===== config.mk =====
export PLATFORM = sky130hd
export DESIGN_NAME = lfsr_job_ctrl_flat
export DESIGN_NICKNAME = d
export VERILOG_FILES = /design/src/rtl/lfsr_job_ctrl_if.sv /design/src/rtl/lfsr_job_ctrl.sv /design/src/flat_wrapper.sv
export SDC_FILE = /design/constraint.sdc
export NUM_CORES = 1
export LEC_CHECK = 0
export BUFFER_PORTS_ARGS = -buffer_cell sky130_fd_sc_hd__buf_4
export CORE_MARGIN = 2
export CORE_UTILIZATION = 25
export DETAILED_ROUTE_END_ITERATION = 10
export MAX_ROUTING_LAYER = met4
export PLACE_DENSITY_LB_ADDON = 0.12
export SLEW_MARGIN = 15
export SYNTH_ARGS = -nofsm -noshare
export SYNTH_HDL_FRONTEND = slang
export SYNTH_SLANG_ARGS = --single-unit
export TNS_END_PERCENT = 1

===== constraint.sdc =====
create_clock -name clk -period 28.1 [get_ports clk]
set_input_delay 1.405 -clock clk [delete_from_list [all_inputs] [get_ports clk]]
set_output_delay 1.405 -clock clk [all_outputs]
set_load 0.01 [all_outputs]

===== src/rtl/lfsr_job_ctrl_if.sv =====
// Job submit channel for lfsr_job_ctrl: valid/ready handshake plus job parameters.
interface lfsr_job_ctrl_if;
  logic        job_valid;
  logic        job_ready;
  logic [63:0] job_seed;
  logic [63:0] job_poly;
  logic [63:0] job_limit;

  modport master (
    output job_valid, job_seed, job_poly, job_limit,
    input  job_ready
  );

  modport slave (
    input  job_valid, job_seed, job_poly, job_limit,
    output job_ready
  );
endinterface


===== src/rtl/lfsr_job_ctrl.sv =====
// lfsr_job_ctrl: queues LFSR jobs in a 2-deep FIFO and sequences the LFSR
// generator through IDLE -> LOAD -> RUN -> RELEASE for each job.
// Optional watchdog on stalled RUN: define LFSR_CTRL_TIMEOUT_EN.
module lfsr_job_ctrl #(
  parameter int unsigned CNT_W = 16
) (
  input  logic              clk,
  input  logic              rst_n,
  lfsr_job_ctrl_if.slave    job,
  input  logic              abort,
  input  logic              ds_ready,
  output logic              lfsr_start,
  output logic              lfsr_pause,
  output logic              lfsr_reset_counter,
  output logic [63:0]       lfsr_seed,
  output logic [63:0]       lfsr_polynomial,
  output logic [63:0]       lfsr_counter_limit,
  input  logic              lfsr_done,
  output logic              busy,
  output logic              job_done,
  output logic              job_aborted,
  output logic [CNT_W-1:0]  job_count,
  output logic              timeout
);

  localparam int unsigned DATA_W = 64;
  localparam int unsigned DEPTH  = 2;

  typedef enum logic [1:0] {IDLE, LOAD, RUN, RELEASE} state_t;

  state_t              state_q, state_d;
  logic                rel_done_q, rel_done_d;
  logic [DATA_W-1:0]   seed_mem  [DEPTH];
  logic [DATA_W-1:0]   poly_mem  [DEPTH];
  logic [DATA_W-1:0]   limit_mem [DEPTH];
  logic                rd_ptr_q, wr_ptr_q;
  logic [1:0]          count_q;
  logic                fifo_full, fifo_empty, push, pop;
  logic                wd_hit;

  assign fifo_full     = (count_q == 2'd2);
  assign fifo_empty    = (count_q == 2'd0);
  assign job.job_ready = !fifo_full;
  assign push          = job.job_valid && !fifo_full;
  assign pop           = (state_q == RELEASE);
  assign busy          = (state_q != IDLE) || !fifo_empty;

  // Head of queue feeds the generator; it cannot move until the RELEASE pop.
  assign lfsr_seed          = fifo_empty ? '0 : seed_mem[rd_ptr_q];
  assign lfsr_polynomial    = fifo_empty ? '0 : poly_mem[rd_ptr_q];
  assign lfsr_counter_limit = fifo_empty ? '0 : limit_mem[rd_ptr_q];

  // FIFO payload storage (no reset needed, masked by fifo_empty).
  always_ff @(posedge clk) begin
    if (push) begin
      seed_mem[wr_ptr_q]  <= job.job_seed;
      poly_mem[wr_ptr_q]  <= job.job_poly;
      limit_mem[wr_ptr_q] <= job.job_limit;
    end
  end

  // FIFO pointers and occupancy.
  always_ff @(posedge clk or negedge rst_n) begin
    if (!rst_n) begin
      rd_ptr_q <= 1'b0;
      wr_ptr_q <= 1'b0;
      count_q  <= 2'd0;
    end else begin
      if (push) wr_ptr_q <= !wr_ptr_q;
      if (pop)  rd_ptr_q <= !rd_ptr_q;
      count_q <= count_q + 2'(push) - 2'(pop);
    end
  end

  // FSM state and completion-status registers.
  always_ff @(posedge clk or negedge rst_n) begin
    if (!rst_n) begin
      state_q    <= IDLE;
      rel_done_q <= 1'b0;
    end else begin
      state_q    <= state_d;
      rel_done_q <= rel_done_d;
    end
  end

  // Next-state and generator control decode.
  always_comb begin
    state_d            = state_q;
    rel_done_d         = rel_done_q;
    lfsr_start         = 1'b0;
    lfsr_pause         = 1'b0;
    lfsr_reset_counter = 1'b0;
    job_done           = 1'b0;
    job_aborted        = 1'b0;
    case (state_q)
      IDLE: begin
        if (!fifo_empty) state_d = LOAD;
      end
      LOAD: begin
        lfsr_start = 1'b1;
        state_d    = RUN;
      end
      RUN: begin
        lfsr_pause = !ds_ready;
        // Completion wins over a simultaneous abort or watchdog expiry.
        if (lfsr_done) begin
          state_d    = RELEASE;
          rel_done_d = 1'b1;
        end else if (abort || wd_hit) begin
          state_d    = RELEASE;
          rel_done_d = 1'b0;
        end
      end
      RELEASE: begin
        lfsr_reset_counter = 1'b1;
        job_done           = rel_done_q;
        job_aborted        = !rel_done_q;
        state_d            = IDLE;
      end
      default: state_d = IDLE;
    endcase
  end

  // Completed-job counter, wraps naturally.
  always_ff @(posedge clk or negedge rst_n) begin
    if (!rst_n) job_count <= '0;
    else if (job_done) job_count <= job_count + CNT_W'(1);
  end

`ifdef LFSR_CTRL_TIMEOUT_EN
  localparam int unsigned WD_W = 16;

  logic [WD_W-1:0] wd_q;
  logic            rel_to_q;
  logic            paused;

  assign paused  = (state_q == RUN) && !ds_ready;
  // Fires in the paused cycle that brings the count to its maximum.
  assign wd_hit  = paused && (wd_q == WD_W'(16'hFFFE));
  assign timeout = (state_q == RELEASE) && rel_to_q;

  // Consecutive-pause watchdog and the timeout flag latched on leaving RUN.
  always_ff @(posedge clk or negedge rst_n) begin
    if (!rst_n) begin
      wd_q     <= '0;
      rel_to_q <= 1'b0;
    end else begin
      wd_q <= paused ? wd_q + WD_W'(1) : '0;
      if (state_q == RUN) rel_to_q <= wd_hit && !lfsr_done;
    end
  end
`else
  assign wd_hit  = 1'b0;
  assign timeout = 1'b0;
`endif

endmodule


===== src/flat_wrapper.sv =====
// flat-port wrapper written by rule: the top's interface ports become plain ports
module lfsr_job_ctrl_flat 
#(
  parameter int unsigned CNT_W = 16
)
  (clk, rst_n, abort, ds_ready, lfsr_start, lfsr_pause, lfsr_reset_counter, lfsr_seed, lfsr_polynomial, lfsr_counter_limit, lfsr_done, busy, job_done, job_aborted, job_count, timeout, job_job_valid, job_job_seed, job_job_poly, job_job_limit, job_job_ready);
  lfsr_job_ctrl_if job_i ();
  input  logic clk;
  input  logic rst_n;
  input  logic abort;
  input  logic ds_ready;
  output logic lfsr_start;
  output logic lfsr_pause;
  output logic lfsr_reset_counter;
  output logic [63:0] lfsr_seed;
  output logic [63:0] lfsr_polynomial;
  output logic [63:0] lfsr_counter_limit;
  input  logic lfsr_done;
  output logic busy;
  output logic job_done;
  output logic job_aborted;
  output logic [CNT_W-1:0] job_count;
  output logic timeout;
  input wire logic [$bits(job_i.job_valid)-1:0] job_job_valid;
  input wire logic [$bits(job_i.job_seed)-1:0] job_job_seed;
  input wire logic [$bits(job_i.job_poly)-1:0] job_job_poly;
  input wire logic [$bits(job_i.job_limit)-1:0] job_job_limit;
  output wire logic [$bits(job_i.job_ready)-1:0] job_job_ready;
  assign job_i.job_valid = job_job_valid;
  assign job_i.job_seed = job_job_seed;
  assign job_i.job_poly = job_job_poly;
  assign job_i.job_limit = job_job_limit;
  assign job_job_ready = job_i.job_ready;
  lfsr_job_ctrl #(.CNT_W(CNT_W)) u_core (.clk(clk), .rst_n(rst_n), .job(job_i), .abort(abort), .ds_ready(ds_ready), .lfsr_start(lfsr_start), .lfsr_pause(lfsr_pause), .lfsr_reset_counter(lfsr_reset_counter), .lfsr_seed(lfsr_seed), .lfsr_polynomial(lfsr_polynomial), .lfsr_counter_limit(lfsr_counter_limit), .lfsr_done(lfsr_done), .busy(busy), .job_done(job_done), .job_aborted(job_aborted), .job_count(job_count), .timeout(timeout));
endmodule

* Yosys cells after proc, flatten, opt, wreduce, memory -nomap -nowiden
Memory sizes are Yosys's and may differ from the RTL's.
Index checks and enable logic that the tools add are counted.
** Storage, ports and cells
- Bits in registers :: 23
- RAM bits :: 384
- Bits of input ports :: 198
- Output and inout bits :: 216
- Logic and storage cells :: 48
- Memories :: 3
** Memory list
- u_core.limit_mem :: depth 2, width 64, rd ports 1, clocked after Yosys merged registers in 0, write ports 1, RTL line lfsr_job_ctrl.sv:35 : logic [DATA_W-1:0] limit_mem [DEPTH];
- u_core.poly_mem :: depth 2, width 64, rd ports 1, clocked after Yosys merged registers in 0, write ports 1, RTL line lfsr_job_ctrl.sv:34 : logic [DATA_W-1:0] poly_mem [DEPTH];
- u_core.seed_mem :: depth 2, width 64, rd ports 1, clocked after Yosys merged registers in 0, write ports 1, RTL line lfsr_job_ctrl.sv:33 : logic [DATA_W-1:0] seed_mem [DEPTH];
** Operators by class
- $add $sub $neg :: 3
- Equality and inequality tests :: 6
- Muxes and demuxes :: 16
- Reduce and logical (&&, ||, !) cells :: 14
** Operator list (number)
- $mux 64 :: 3
- $add 16x1->16 const B :: 1
- $mux 1 :: 9
- $pmux 2 s4 :: 1
- $eq 2x2->1 const B :: 3
- $logic_not 1->1 :: 6
- $mux 2 :: 3
- $logic_not 2->1 :: 2
- $reduce_and 2->1 :: 2
- $reduce_bool 2->1 :: 2
- $ne 3x3->1 const B :: 1
- $add 2x1->2 :: 1
- $eq 2x1->1 const B :: 1
- $ne 2x2->1 const B :: 1
- $sub 2x1->2 :: 1
- $logic_and 1x1->1 :: 1
- $logic_or 1x1->1 :: 1

* Longest topological paths before layout
Gate-level depths: netlist (run 1).
- Word-level depth :: 5
- Gate-level depth with buffers :: 7
- Depth with buffers taken out :: 7

* Worst setup path before layout (run 1)
Ideal clock, no wire load.
- Path type :: input-to-reg
- Start :: input port job_job_valid
- End :: memory u_core.limit_mem[0][0], enable pin
- Arrival :: 9.457 ns
- Required time :: 27.353 ns
- Path slack :: 17.896 ns
- Cell stages on the path :: 2
- Cells stage by stage :: nand2_1 -> nor2_1
** On the way
- Word-level cells in the longest chain between the ends :: 3
** Ends and longest elaborated chain
- start: declaration :: RTL line flat_wrapper.sv:24 : input wire logic [$bits(job_i.job_valid)-1:0] job_job_valid;
- $logic_and 1x1->1 :: RTL line lfsr_job_ctrl.sv:44 : assign push = job.job_valid && !fifo_full;
- $mux 1 :: RTL line lfsr_job_ctrl.sv:55 : if (push) begin
- $mux 1 (implied by the code) :: RTL line lfsr_job_ctrl.sv:58 : limit_mem[wr_ptr_q] <= job.job_limit;
- end: declaration :: RTL line lfsr_job_ctrl.sv:35
Every way passes these cells.

* Worst setup path in the final report (run 1)
- Start :: register u_core.rd_ptr_q
- End :: output port lfsr_polynomial[21]
** On the way
- Word-level cells in the longest chain between the ends :: 2
** Ends and longest elaborated chain
- start: declaration :: RTL line lfsr_job_ctrl.sv:36 : logic rd_ptr_q, wr_ptr_q;
- start signal: assignment :: RTL line lfsr_job_ctrl.sv:70 : if (pop) rd_ptr_q <= !rd_ptr_q;
- $mem_v2 2x64
- $mux 64 :: RTL line lfsr_job_ctrl.sv:50 : assign lfsr_polynomial = fifo_empty ? '0 : poly_mem[rd_ptr_q];
- end: declaration :: RTL line flat_wrapper.sv:16 : output logic [63:0] lfsr_polynomial;
Every way passes these cells.

==> results of run 1 <==
metrics by stage:
stage / instances / hold slack (ps) / util [%] / power, mW / setup WS [ps]
6_report: 2167 / 471 / 34.2 / 2.35 / 22690
5_1_grt: 2167 / 498 / 34.2 / 2.49 / 22460
4_1_cts: 2164 / 479 / 34.2 / 2.41 / 22540
3_5_place_dp: 2076 / 469 / 31.7 / 1.78 / 23200
3_3_place_gp: 2076 / 464 / 31.7 / 1.78 / 23190
2_1_floorplan: 910 / 461 / - / 1.35 / 17900
area by class of cell:
cell class / instances / area (sq um) / area share [%]
timing repair buffer: 421 / 3190 / 15.2
sequential: 407 / 12100 / 57.6
tap: 790 / 988 / 4.70
antenna: 3 / 7.51 / 0.0357
clock buffer: 61 / 1290 / 6.15
multi-input combinational: 452 / 3140 / 14.9
inverter: 6 / 22.5 / 0.107
clock inverter: 27 / 265 / 1.26
registers in the layout (all words and copies together) (netlist names):
name	cells
u_core.count_q	2
u_core.job_count	16
u_core.limit_mem	128
u_core.poly_mem	128
u_core.rd_ptr_q	1
u_core.rel_done_q	1
u_core.seed_mem	128
u_core.state_q	2
u_core.wr_ptr_q	1
worst paths after layout:
kind / start / end / slack (ps) / depth (start not counted)
worst min-delay path: u_core.job_count[15]$_DFFE_PN0P_ / u_core.job_count[15]$_DFFE_PN0P_ / 470 / 1
min in group asynchronous: rst_n / u_core.job_count[11]$_DFFE_PN0P_ / 760 / 1
worst max register to register: u_core.count_q[0]$_DFF_PN0_ / u_core.seed_mem[1][22]$_DFFE_PP_ / 25330 / 4
max in group asynchronous: rst_n / u_core.rd_ptr_q$_DFFE_PN0P_ / 27050 / 1
worst min register to register: u_core.job_count[15]$_DFFE_PN0P_ / u_core.job_count[15]$_DFFE_PN0P_ / 470 / 1
worst max-delay path: u_core.rd_ptr_q$_DFFE_PN0P_ / lfsr_polynomial[21] / 22690 / 5
worst max-delay path, stage by stage (launching register included):
cell and delay, ps:
dfrtp_4 900, buf_4 940, buf_4 850, mux2i_1 330
nor2_1 70, buf_4 180
power by group through the flow:
stage | registers [mW] | clock network [mW] | logic (mW)
floorplan | 0.901 | 0 | 0.454
global route | 0.893 | 0.660 | 0.932
global placement | 0.892 | 0 | 0.886
CTS | 0.882 | 0.638 | 0.887
finish | 0.880 | 0.615 | 0.854
detailed placement | 0.894 | 0 | 0.884
cell families (layout without fill, tap and decap cells):
logic type	count (synthesis)	after routing	synth area share [%]
adder cells (fa/ha/maj)	7	7	0.567
AND/OR/NAND/NOR	228	228	5.82
other	1	4	0.0243
XOR/XNOR	19	19	1.08
flip-flops	407	407	78.4
buffers and inverters	51	515	1.43
multiplexers	193	193	12.5
AO/OA/AOI/OAI	4	4	0.194
routing by layer:
| metal | up-vias | track usage [%] | wire length (um) |
|---|---|---|---|
| met5 | - | - | 0 |
| met4 | 0 | 5.02 | 1120 |
| met3 | 64 | 4.20 | 2980 |
| met2 | 241 | 22.5 | 21800 |
| met1 | 4447 | 14.2 | 16200 |
| li1 | 4215 | - | - |
cells in the final DEF, fill, tap and decap left out, drive strengths merged, types with 2 or more instances in the layout:
| master | n |
|---|---|
| edfxtp | 384 |
| nand3 | 2 |
| nand2 | 14 |
| bufinv | 5 |
| nand4 | 3 |
| clkbuf | 61 |
| xnor2 | 12 |
| nor2b | 2 |
| buf | 421 |
| dfrtp | 23 |
| and3 | 4 |
| nor2 | 199 |
| xor2 | 7 |
| nor3 | 2 |
| diode | 3 |
| ha | 7 |
| mux2i | 192 |
| inv | 6 |
| clkinv | 21 |
==> reports/qor.csv, run 1 <==
stage;metric;value;unit
clocking;Clk pin slew, worst setup/hold paths;60;ps
routing;TritonRoute pass-1 iters;6;
logic_synthesis;syn_nets;1115;
clocking;total CTS buffers;48;
timing;RSZ-0062 raised after global routing;false;
place;hpwl dp;27800;um
pwr;combinational group share of total power;36.4;%
clocking;CTS resizes;0;
global_route;gr usage total;13.2;%
floorplanning;Core Area;0.0614;sq mm
timing;fin crit period;5410;ps
place;routability congestion estimate;0.754;
logic_synthesis;top-count cell post-synth;edfxtp_1;
logic_synthesis;cell count after synthesis;910;
clocking;Post-CTS Hold Fix Bufs;0;
timing;worst relative slew slack;28.3;%
logic_synthesis;Post-synth EDFFs;384;
job;max_cap viols;0;
pwr;P_leak;8.49;nW
timing;FMAX;185;MHz
clocking;CTS tree;done;
finish;Fillers;6128;
routing;DR WL/cell;19.5;um
pwr;Switching Fraction;33.3;%
timing;setup_tns;0;ps
timing;Final Max Slew Viols;0;
floorplanning;die area;0.0638;sq mm
logic_synthesis;post-synth top area cell;edfxtp_1;
pwr;Int Pwr;1.57;mW
logic_synthesis;syn avg cell area;17.0;sq um
logic_synthesis;Warnings, synthesis;0;
pwr;Max rail drop VDD;0.0480;mV
finish;fraction of layout cells with a size suffix above 1;36.0;%
logic_synthesis;asr flop ratio synth;5.65;%
clocking;CTS Root Cell;clkbuf_16;
global_route;grt total ovfl;0;
routing;number of DRC violations after detailed-routing iteration 0;365;
worst_setup_path;WP data arrival;4010;ps
routing;post-route ant nets;0;
global_route;number of global-route vias before repair;9442;
clocking;CTS max path bufs;3;
clocking;Sink Count;407;
worst_setup_path;crit end category;primary output;
logic_synthesis;synthesized area;0.0154;sq mm
logic_synthesis;Synth Flop Type;edfxtp_1;
pwr;part of the power in registers;37.5;%
worst_setup_path;CP Launch Type;flop;
global_route;largest net degree at the start of global routing;131;
pwr;Psw;0.781;mW
worst_setup_path;Critical Path RT;26690;ps
clocking;setup repair bufs after CTS;0;
logic_synthesis;library cells used by synthesis;26;
pwr;cell area power density;112;mW/mm^2
logic_synthesis;largest cells by area after synthesis;edfxtp_1, mux2i_1, nor2_1, dfrtp_1, buf_2;
timing;Final Hold Fails;0;
logic_synthesis;Yosys top cell area share;74.6;%
logic_synthesis;synthesis-stage register bit count;407;
worst_setup_path;Crit Path Class;flop to primary output;
clocking;CTS H-tree lvls;2;
logic_synthesis;most frequent cells after synthesis;edfxtp_1, nor2_1, mux2i_1, clkbuf_1, dfrtp_1;
pwr;power share of the clock group;26.2;%
min_path;Hold Path Class;flop to flop;
place;I/O Buffers;412;
timing;Worst-Margin Slew;1070;ps
floorplanning;chip width;253;um
status;outcome;finished clean;
finish;final net count;1541;
worst_setup_path;critical path peak fanout;58;
floorplanning;starting density of the core;25.2;%
routing;DRC violations left;0;
global_route;first-pass GRT wire length;60300;um
finish;P&R area growth vs syn;36.0;%
floorplanning;# IOs;414;
floorplanning;FP Rows;91;
routing;Routed WL;42200;um
place;Area after DPL;0.0194;sq mm
global_route;initial antenna violation count;3;
timing;clk_skew;23.1;ps
floorplanning;Die H;253;um
timing;fin crit share;19.3;%
timing;Setup Viol. Count Final;0;
finish;design area;0.0210;sq mm
logic_synthesis;register area share after synthesis;78.4;%
clocking;Clk Latency, worst-skew pair;580;ps
routing;DR vias/cell;4.14;
routing;Via Count;8967;
(Power assumes the default switching activity.)
==> run 2: changes to the inputs <==
--- a/config.mk
+++ b/config.mk
@@ -5,6 +5,7 @@
 export SDC_FILE = /design/constraint.sdc
 export NUM_CORES = 1
 export LEC_CHECK = 0
+export ABC_AREA = 1
 export BUFFER_PORTS_ARGS = -buffer_cell sky130_fd_sc_hd__buf_4
 export CORE_MARGIN = 2
 export CORE_UTILIZATION = 25
==> constraint.sdc (replaced) <==
create_clock -name clk -period 5.35 [get_ports clk]
set_input_delay 0.2675 -clock clk [delete_from_list [all_inputs] [get_ports clk]]
set_output_delay 0.2675 -clock clk [all_outputs]
set_load 0.01 [all_outputs]
==> run 2 against run 1 <==
Compared with the run above:
- power grew to 5.2 times the previous value
- synthesized cell count increased by 29%
- combinational power rose to 5.6 times the previous value
- utilization rose by 2.8 points
- critical path type unchanged
- largest cell class unchanged
- largest power group is now combinational cells
==> reports/qor.csv, run 2 <==
stage;metric;value;unit;change
status;outcome;finished clean;;
routing;number of DRC violations after detailed-routing iteration 0;536;;+47%
finish;Layout Cells excl Fill;2648;;+22%
floorplanning;chip width;254;um;+0.40%
finish;design area;0.0228;sq mm;+8.5%
global_route;first-pass GRT wire length;65800;um;+9.1%
worst_setup_path;critical path peak fanout;99;;+71%
timing;Final Worst Setup Slack;1990;ps;-20700 ps
clocking;CTS Root Cell;clkbuf_16;;
clocking;Sink Count;407;;unchanged
timing;RSZ-0062 raised after global routing;false;;
logic_synthesis;largest cells by area after synthesis;edfxtp_1, nand2_1, a21oi_1, dfrtp_1, buf_4;;
routing;Routed WL;44900;um;+6.5%
clocking;CTS max path bufs;3;;unchanged
worst_setup_path;WP data arrival;3100;ps;-910 ps
global_route;number of global-route vias before repair;10800;;+15%
pwr;cell area power density;539;mW/mm^2;+380%
floorplanning;starting density of the core;25.3;%;+0.11 points
logic_synthesis;Post-synth EDFFs;384;;unchanged
global_route;gr usage total;13.8;%;+0.68 points
place;Area after DPL;0.0195;sq mm;about the same
place;post-place setup slack;2540;ps;-20660 ps
timing;fin crit share;62.9;%;
worst_setup_path;Critical Path RT;5080;ps;-21610 ps
clocking;Clk Latency, worst-skew pair;570;ps;about the same
clocking;CTS H-tree lvls;2;;unchanged
global_route;largest net degree at the start of global routing;106;;-19%
worst_setup_path;Crit Path Class;flop to primary output;;
timing;Setup Viol. Count Final;0;;unchanged
worst_setup_path;Setup crit start;u_core.rd_ptr_q$_DFFE_PN0P_;;
floorplanning;FP Rows;91;;unchanged
finish;most common cell after layout, fill and taps aside;buf_4;;
timing;Final Hold Fails;0;;unchanged
logic_synthesis;syn_nets;1375;;+23%
routing;Via Count;10900;;+21%
logic_synthesis;top-count cell post-synth;nand2_1;;
place;hpwl dp;27400;um;-1.5%
finish;Fillers;6105;;-0.38%
finish;Multi-input gate area;0.00297;sq mm;-5.3%
worst_setup_path;crit path capture;lfsr_counter_limit[17];;
pwr;P_leak;8.96;nW;+5.5%
finish;Layout Utilization;37.0;%;+2.8 points
job;max_cap viols;0;;unchanged
finish;final net count;1979;;+28%
logic_synthesis;asr flop ratio synth;5.65;%;unchanged
timing;worst relative slew slack;31.7;%;+3.4 points
finish;Reg area;0.0121;sq mm;unchanged
worst_setup_path;worst r2r dst;u_core.seed_mem[0][35]$_DFFE_PP_;;
clocking;CTS tree;done;;
logic_synthesis;Yosys top cell area share;74.0;%;-0.60 points
logic_synthesis;Synth Flop Type;edfxtp_1;;
floorplanning;Core Area;0.0616;sq mm;+0.37%
finish;P&R area growth vs syn;46.4;%;
routing;TritonRoute pass-1 iters;5;;-1
logic_synthesis;syn avg cell area;13.3;sq um;-22%
floorplanning;die area;0.0643;sq mm;+0.80%
finish;biggest regs;u_core.limit_mem (128), u_core.poly_mem (128), u_core.seed_mem (128);;
logic_synthesis;cell count after synthesis;1170;;+29%
timing;clk_skew;10.8;ps;-12.3 ps
timing;Final Max Slew Viols;0;;unchanged
finish;fraction of layout cells with a size suffix above 1;27.2;%;-8.7 points
timing;setup_tns;0;ps;unchanged
worst_setup_path;crit end category;primary output;;
clocking;total CTS buffers;47;;-2.1%
routing;DR vias/cell;4.11;;-0.69%
global_route;grt total ovfl;0;;unchanged
logic_synthesis;post-synth top area cell;edfxtp_1;;
logic_synthesis;synthesis-stage register bit count;407;;unchanged
min_path;Hold Path Class;primary input to flop;;
place;placed cells;2367;;+14%
logic_synthesis;Warnings, synthesis;0;;unchanged
worst_setup_path;Worst R2R Path Depth;5;;+1
timing;fin crit period;3360;ps;
routing;post-route ant nets;0;;unchanged
routing;DR WL/cell;17.0;um;-13%
logic_synthesis;most frequent cells after synthesis;nand2_1, edfxtp_1, a21oi_1, buf_2, buf_4;;
place;routability congestion estimate;0.750;;-0.52%
timing;FMAX;297;MHz;
finish;leading cell types in the layout, fill and taps excluded;buf_4, nand2_1, edfxtp_1;;
clocking;Clk pin slew, worst setup/hold paths;60;ps;about the same
logic_synthesis;register area share after synthesis;77.7;%;-0.63 points
floorplanning;Die H;254;um;+0.40%
place;I/O Buffers;412;;unchanged
worst_setup_path;R2R Setup Slk;2880;ps;-22450 ps
pwr;Max rail drop VDD;0.278;mV;+480%
floorplanning;# IOs;414;;unchanged
global_route;initial antenna violation count;3;;unchanged
timing;Worst-Margin Slew;1020;ps;-50.5 ps
logic_synthesis;synthesized area;0.0156;sq mm;+0.81%
worst_setup_path;CP Launch Type;flop;;
worst_setup_path;R2R Path Start;u_core.count_q[1]$_DFF_PN0_;;
routing;DRC violations left;0;;unchanged
logic_synthesis;library cells used by synthesis;26;;unchanged
-- run 2: cell count changes in the layout (fill, tap and decap cells not counted), moves of 4 or more --
| cell | previous run | this run |
|---|---|---|
| nor2_1 | 197 | 17 |
| nand3_1 | 2 | 6 |
| a21oi_1 | 0 | 194 |
| bufinv_16 | 5 | 1 |
| xnor2_1 | 12 | 7 |
| dlygate4sd3_1 | 0 | 195 |
| mux2i_1 | 192 | 0 |
| clkbuf_1 | 11 | 15 |
| inv_1 | 6 | 21 |
| nand2_1 | 14 | 419 |
-- run 2: stage by stage --
stage	hold WS, ps	power [mW]
after floorplan	-28.1	7.12
after global placement	203	9.46
after detailed placement	203	9.47
after CTS	93.3	12.6
after global routing	147	13.1
final	140	12.3
-- run 2: cell families (layout without fill, tap and decap cells) --
kind of cell / count (synthesis) / count (layout) / synth area share (%)
buffers and inverters: 89 / 727 / 3.26
AOI/OAI and AO/OA: 198 / 198 / 6.36
adders and majority gates: 7 / 7 / 0.562
and+or+nand+nor: 455 / 455 / 11.3
DFF: 407 / 407 / 77.7
xor gates and xnor gates: 13 / 13 / 0.731
other: 1 / 4 / 0.0241
-- run 2: layout make-up --
type,instances,area share [%]
clock buffer,63,5.51
tap,837,4.59
inverter,24,0.444
clock inverter,20,0.549
multi-input combinational,674,13.0
antenna,3,0.0329
timing repair buffer,620,22.7
sequential,407,53.1
-- run 2: critical path, stage by stage (launching register included) --
cell	delay, ps
dfrtp_4	730
inv_6	670
buf_4	430
nand2_1	90
a21oi_1	160
buf_4	150
-- run 2: power breakdown --
group,internal (mW),switching (mW)
clock network,1.69,1.24
logic,1.90,2.89
registers,4.33,0.256
total,7.92,4.38
-- run 2: timing repair --
| item | 4_1_cts | 5_1_grt |
|---|---|---|
| hold endpoints to repair | 408 | 0 |
| gates resized for setup | 0 | 0 |
| hold buffers | 195 | 0 |
| setup buffers | 0 | 0 |
-- run 2: per-layer routing --
metal	GRT usage [%]	wire (um)	up-vias
met5	-	0	-
met4	3.65	949	0
met3	4.03	3380	63
met2	21.0	20700	326
met1	18.1	19900	5192
li1	-	-	5301
-- run 2: worst min-delay path by stage --
| stage | startpoint | to | slack [ps] | cells past startpoint |
|---|---|---|---|---|
| after floorplan | rst_n | u_core.count_q[0]$_DFF_PN0_ | -30 | 0 |
| after global placement | rst_n | u_core.job_count[15]$_DFFE_PN0P_ | 200 | 1 |
| after detailed placement | rst_n | u_core.job_count[15]$_DFFE_PN0P_ | 200 | 1 |
| after CTS | abort | u_core.state_q[0]$_DFFE_PN0P_ | 90 | 5 |
| after global routing | rst_n | u_core.job_count[3]$_DFFE_PN0P_ | 150 | 2 |
| final | abort | u_core.state_q[1]$_DFFE_PN0P_ | 140 | 6 |
